--- src/rtl/mips_pipe_pkg.sv ---
// Shared field positions and hazard-controller state for the MIPS pipeline.
// The check_lw_ex and register-bundle slices used by the ID-stage hazard logic live here.
package mips_pipe_pkg;

  localparam int LW_VALID_BIT = 5;
  localparam int LW_DEST_MSB  = 4;
  localparam int LW_DEST_LSB  = 0;

  localparam int RS_MSB = 14;
  localparam int RS_LSB = 10;
  localparam int RT_MSB = 9;
  localparam int RT_LSB = 5;
  localparam int RD_MSB = 4;
  localparam int RD_LSB = 0;

  typedef enum logic {
    RUN   = 1'b0,
    STALL = 1'b1
  } hz_state_t;

endpackage

--- src/rtl/load_use_hazard_ctrl.sv ---
// Load-use hazard controller: holds PC/IF-ID and bubbles ID/EX for LOAD_STALL_CYCLES per hazard.
// Stall/flush outputs are combinational (0 cycles); state and stall_count update at the next edge.
module load_use_hazard_ctrl
  import mips_pipe_pkg::*;
#(
  parameter int LOAD_STALL_CYCLES = 1,
  parameter int STALL_CNT_W       = 16
) (
  input  logic                   clk,
  input  logic                   rst_n,
  input  logic                   id_valid,
  input  logic [14:0]            id_regs,
  input  logic                   id_uses_rt,
  input  logic [5:0]             check_lw_ex,
  input  logic                   flush_ex,
  output logic                   pc_write_en,
  output logic                   ifid_write_en,
  output logic                   ifid_flush,
  output logic                   idex_bubble,
  output logic                   stall_active,
  output logic [STALL_CNT_W-1:0] stall_count
);

  localparam logic [2:0] REM_INIT = 3'(LOAD_STALL_CYCLES - 1);

  hz_state_t  state, state_nxt;
  logic [2:0] rem, rem_nxt;
  logic       hz;
  logic       stall_raw;
  logic       flush_raw;

  // $0 is hardwired zero, so a load targeting it can never feed a consumer.
  assign hz = id_valid & check_lw_ex[LW_VALID_BIT]
            & (check_lw_ex[LW_DEST_MSB:LW_DEST_LSB] != 5'd0)
            & ((check_lw_ex[LW_DEST_MSB:LW_DEST_LSB] == id_regs[RS_MSB:RS_LSB])
               | (id_uses_rt & (check_lw_ex[LW_DEST_MSB:LW_DEST_LSB] == id_regs[RT_MSB:RT_LSB])));

  always_ff @(posedge clk or negedge rst_n) begin
    if (!rst_n) begin
      state <= RUN;
      rem   <= 3'd0;
    end else begin
      state <= state_nxt;
      rem   <= rem_nxt;
    end
  end

  always_comb begin
    state_nxt = state;
    rem_nxt   = rem;
    stall_raw = 1'b0;
    flush_raw = 1'b0;
    case (state)
      RUN: begin
        if (flush_ex) begin
          flush_raw = 1'b1;
        end else if (hz) begin
          stall_raw = 1'b1;
          if (LOAD_STALL_CYCLES > 1) begin
            state_nxt = STALL;
            rem_nxt   = REM_INIT;
          end
        end
      end
      STALL: begin
        if (flush_ex) begin
          flush_raw = 1'b1;
          state_nxt = RUN;
          rem_nxt   = 3'd0;
        end else begin
          // ID is frozen here, so hz is ignored until RUN resumes.
          stall_raw = 1'b1;
          if (rem <= 3'd1) begin
            state_nxt = RUN;
            rem_nxt   = 3'd0;
          end else begin
            rem_nxt = rem - 3'd1;
          end
        end
      end
      default: begin
        state_nxt = RUN;
        rem_nxt   = 3'd0;
      end
    endcase
  end

  // Outputs fall back to normal-cycle values for as long as reset is held.
  assign stall_active  = rst_n & stall_raw;
  assign ifid_flush    = rst_n & flush_raw;
  assign pc_write_en   = ~stall_active;
  assign ifid_write_en = ~stall_active;
  assign idex_bubble   = stall_active | ifid_flush;

  always_ff @(posedge clk or negedge rst_n) begin
    if (!rst_n) begin
      stall_count <= '0;
    end else if (stall_active && (stall_count != {STALL_CNT_W{1'b1}})) begin
      stall_count <= stall_count + STALL_CNT_W'(1);
    end
  end

endmodule

--- config.mk ---
export PLATFORM = sky130hd
export DESIGN_NAME = load_use_hazard_ctrl
export DESIGN_NICKNAME = d
export VERILOG_FILES = /design/src/rtl/mips_pipe_pkg.sv /design/src/rtl/load_use_hazard_ctrl.sv
export SDC_FILE = /design/constraint.sdc
export NUM_CORES = 1
export LEC_CHECK = 0
export ABC_AREA = 0
export CORE_AREA = 2 2 60 62
export CTS_CLUSTER_DIAMETER = 30
export DETAILED_ROUTE_END_ITERATION = 10
export DIE_AREA = 0 0 62 64
export GPL_TIMING_DRIVEN = 0
export PLACE_DENSITY = 0.83
export SYNTH_ARGS = -nofsm -noshare
export SYNTH_HDL_FRONTEND = slang
export SYNTH_SLANG_ARGS = --single-unit
--- constraint.sdc ---
create_clock -name clk -period 1.8 [get_ports clk]
set_input_delay 0.36 -clock clk [delete_from_list [all_inputs] [get_ports clk]]
set_output_delay 0.36 -clock clk [all_outputs]
set_load 0.005 [all_outputs]
==> flow_summary.json <==
{
  "hpwl_mm": 2.34,
  "grt_pass1_wl_mm": 5.69,
  "yosysUniqueCellTypes": 34,
  "ys_seq_area_frac": 0.404,
  "fill_cells": 260,
  "first_pass_iters": 4,
  "nNetsFinal": 212,
  "finalWorstSetupSlack_ns": -0.149,
  "synth-seq-cells": 20,
  "power_w": 0.000872,
  "io_buffer_count": 41,
  "status": "complete, but fails checks",
  "drt_iter0_markers": 48,
  "yosys_most_used_dff": "dfrtp_1",
  "synth_top_area_share": 0.404,
  "cts_tree": "yes",
  "async_flop_share": 1.00,
  "clkTransAtPathRegs_ns": 0.11,
  "antenna_cells": 0,
  "vias_per_cell": 5.13,
  "io_pins": 47,
  "numCtsBuffers": 3,
  "violations": "negative setup slack",
  "yosysMostFrequentCell": "dfrtp_1",
  "grt-ovfl-total": 0,
  "power.density_nw_per_um2": 416,
  "syn_nets": 145,
  "fin_area_um2": 2090,
  "initial_utilization": 0.377,
  "end_kind": "flip-flop",
  "slew_headroom": 0.386,
  "hold_class": "flip-flop to flip-flop",
  "report.final.hold_viol_count": 0,
  "syn_area_per_cell_um2": 10.7,
  "regArea_um2": 505,
  "drt-total-wl_mm": 3.85,
  "ys_warn_count": 0,
  "grt_pass1_vias": 1225,
  "antenna_found_initial": 0,
  "p_leak_nw": 0.986,
  "slew_viol_final": 0,
  "hp-start": "stall_count[12]$_DFFE_PN0P_",
  "gp_congestion": 0.777,
  "synthCells": 116,
  "wl_met1_mm": 1.42,
  "rows": 21,
  "min_path_cells": 1,
  "synth_area_leaders": "dfrtp_1 40%, xor2_1 9.9%, xnor2_1 7.8%",
  "clkSinkCount": 20,
  "min_period_ns": 1.95,
  "finalSetupViolCount": 5,
  "dpl_cell_area_um2": 1710,
  "drc": 0,
  "maxCapViolCount": 0,
  "startpoint": "stall_count[1]$_DFFE_PN0P_",
  "wl_met3_um": 264,
  "arrival_ns": 2.16,
  "grt_max_degree": 21,
  "finClkSkew_ns": 0.00391,
  "clock_path_buffers": 2,
  "cts-root-buf": "clkbuf_4",
  "max_freq_mhz": 513,
  "syn_area_um2": 1240,
  "worstSetupStartpointType": "flip-flop",
  "die_w_um": 62,
  "rsz0062_at_grt": "yes",
  "avgRoutedWirePerCell_um": 16.9,
  "r2r-start": "stall_count[1]$_DFFE_PN0P_",
  "path_class": "flip-flop to flip-flop",
  "insertion_delay_ns": 0.30,
  "synth_edf_count": 0,
  "reg2reg_depth": 7,
  "fp.coreArea_um2": 3280,
  "synth_top_cell_by_area": "dfrtp_1",
  "critPathMaxFanout": 3,
  "dr_total_vias": 1169,
  "ys_top_cells_by_count": "20 x dfrtp_1, 14 x xor2_1, 11 x xnor2_1, 10 x nand2_1, 8 x nand3_1",
  "peakVddDrop_uv": 281,
  "post-place-ws_ns": -1.68,
  "dieArea_um2": 3970,
  "required_ns": 2.02,
  "final_layout_size_suffix_gt1_frac": 0.467,
  "final_antenna_net_count": 0,
  "multi_input_area_um2": 871,
  "maxUsedRoutingLayer": "met4",
  "timing.final.crit_share": 1.08,
  "grt.total_usage": 0.194,
  "area_delta_synth_final_pct": 69.3,
  "die_height_um": 64,
  "h-tree-depth": 1,
  "wl_met2_mm": 2.10,
  "worst_pin_slew_ns": 0.918
}
## state kept, by name, summed over array words and instances (netlist names)
register,flops
stall_count,16
rem,3
state,1
## routing by layer
metal	vias up	track usage
met5	-	0
met1	566	0.224
met2	51	0.349
li1	546	-
met4	0	0.0559
met3	6	0.0364
## worst max-delay path, cell delays in order, from the launching register on
cell     delay [ns]
dfrtp_2        0.45
ha_4           0.18
nand2_2        0.05
or4_4          0.18
nand3_4        0.11
buf_12         0.15
nor4b_1        0.50
xor2_1         0.24
## what timing repair did
action	4_1_cts	5_1_grt
hold buffers	1	0
buffers inserted	17	3
resized for setup	119	19
endpoints found under the hold margin	20	0
endpoints found under the setup margin	21	12
gates cloned	0	0
pin swaps	24	18
## layout by cell type (no fill, tap or decap), types with 3 or more instances in the layout
cell type and n:
buf_2 7, buf_4 19, buf_6 13, clkbuf_4 3, clkdlybuf4s50_1 19, dfrtp_1 16
dfrtp_2 4, inv_1 5, nand2_1 8, nand3_1 7, nor2_4 3, nor4_1 4
nor4_2 4, or4_4 3, xnor2_1 3, xnor2_2 8, xor2_1 13
## through the flow
step | std cells | hold slack, ns | TNS (ns) | utilization
detailed placement | 203 | 0.489 | -22.70 | 0.521
finish | 228 | 0.507 | -0.566 | 0.638
CTS | 225 | 0.508 | -0.396 | 0.602
global route | 228 | 0.534 | -1.04 | 0.638
floorplan | 116 | 0.0644 | -0.0186 | -
global placement | 203 | 0.476 | -20.91 | 0.521
## where the power goes
part	switching, W	internal (W)
Sequential	0.00000741	0.000457
Clock	0.000137	0.0000864
Combinational	0.0000812	0.000103
## logic make-up (layout without fill, tap and decap cells)
logic type	after synthesis	in the layout	synth area share
buf+inv	9	75	0.0364
xor+xnor	25	25	0.177
flops	20	20	0.404
compound gates	8	8	0.0617
fa+ha+maj	3	3	0.0303
simple gates	49	49	0.270
mux	2	2	0.0202
## path summary, 6_finish.rpt
| check | slack, ns | to |
|---|---|---|
| worst max-delay path | -0.15 | stall_count[8]$_DFFE_PN0P_ |
| worst min-delay path | 0.51 | stall_count[12]$_DFFE_PN0P_ |
| worst max register to register | -0.15 | stall_count[8]$_DFFE_PN0P_ |
| worst min register to register | 0.51 | stall_count[12]$_DFFE_PN0P_ |
| max in group asynchronous | 0.41 | stall_count[1]$_DFFE_PN0P_ |
| min in group asynchronous | 0.77 | stall_count[9]$_DFFE_PN0P_ |
## final cells by class
cell class                 instances  area share
buffer                             3      0.0227
clock buffer                       4      0.0125
inverter                           6      0.0108
multi-input combinational         87       0.416
sequential                        20       0.241
tap                               46      0.0275
timing repair buffer              62       0.269
(Power assumes the default switching activity.)
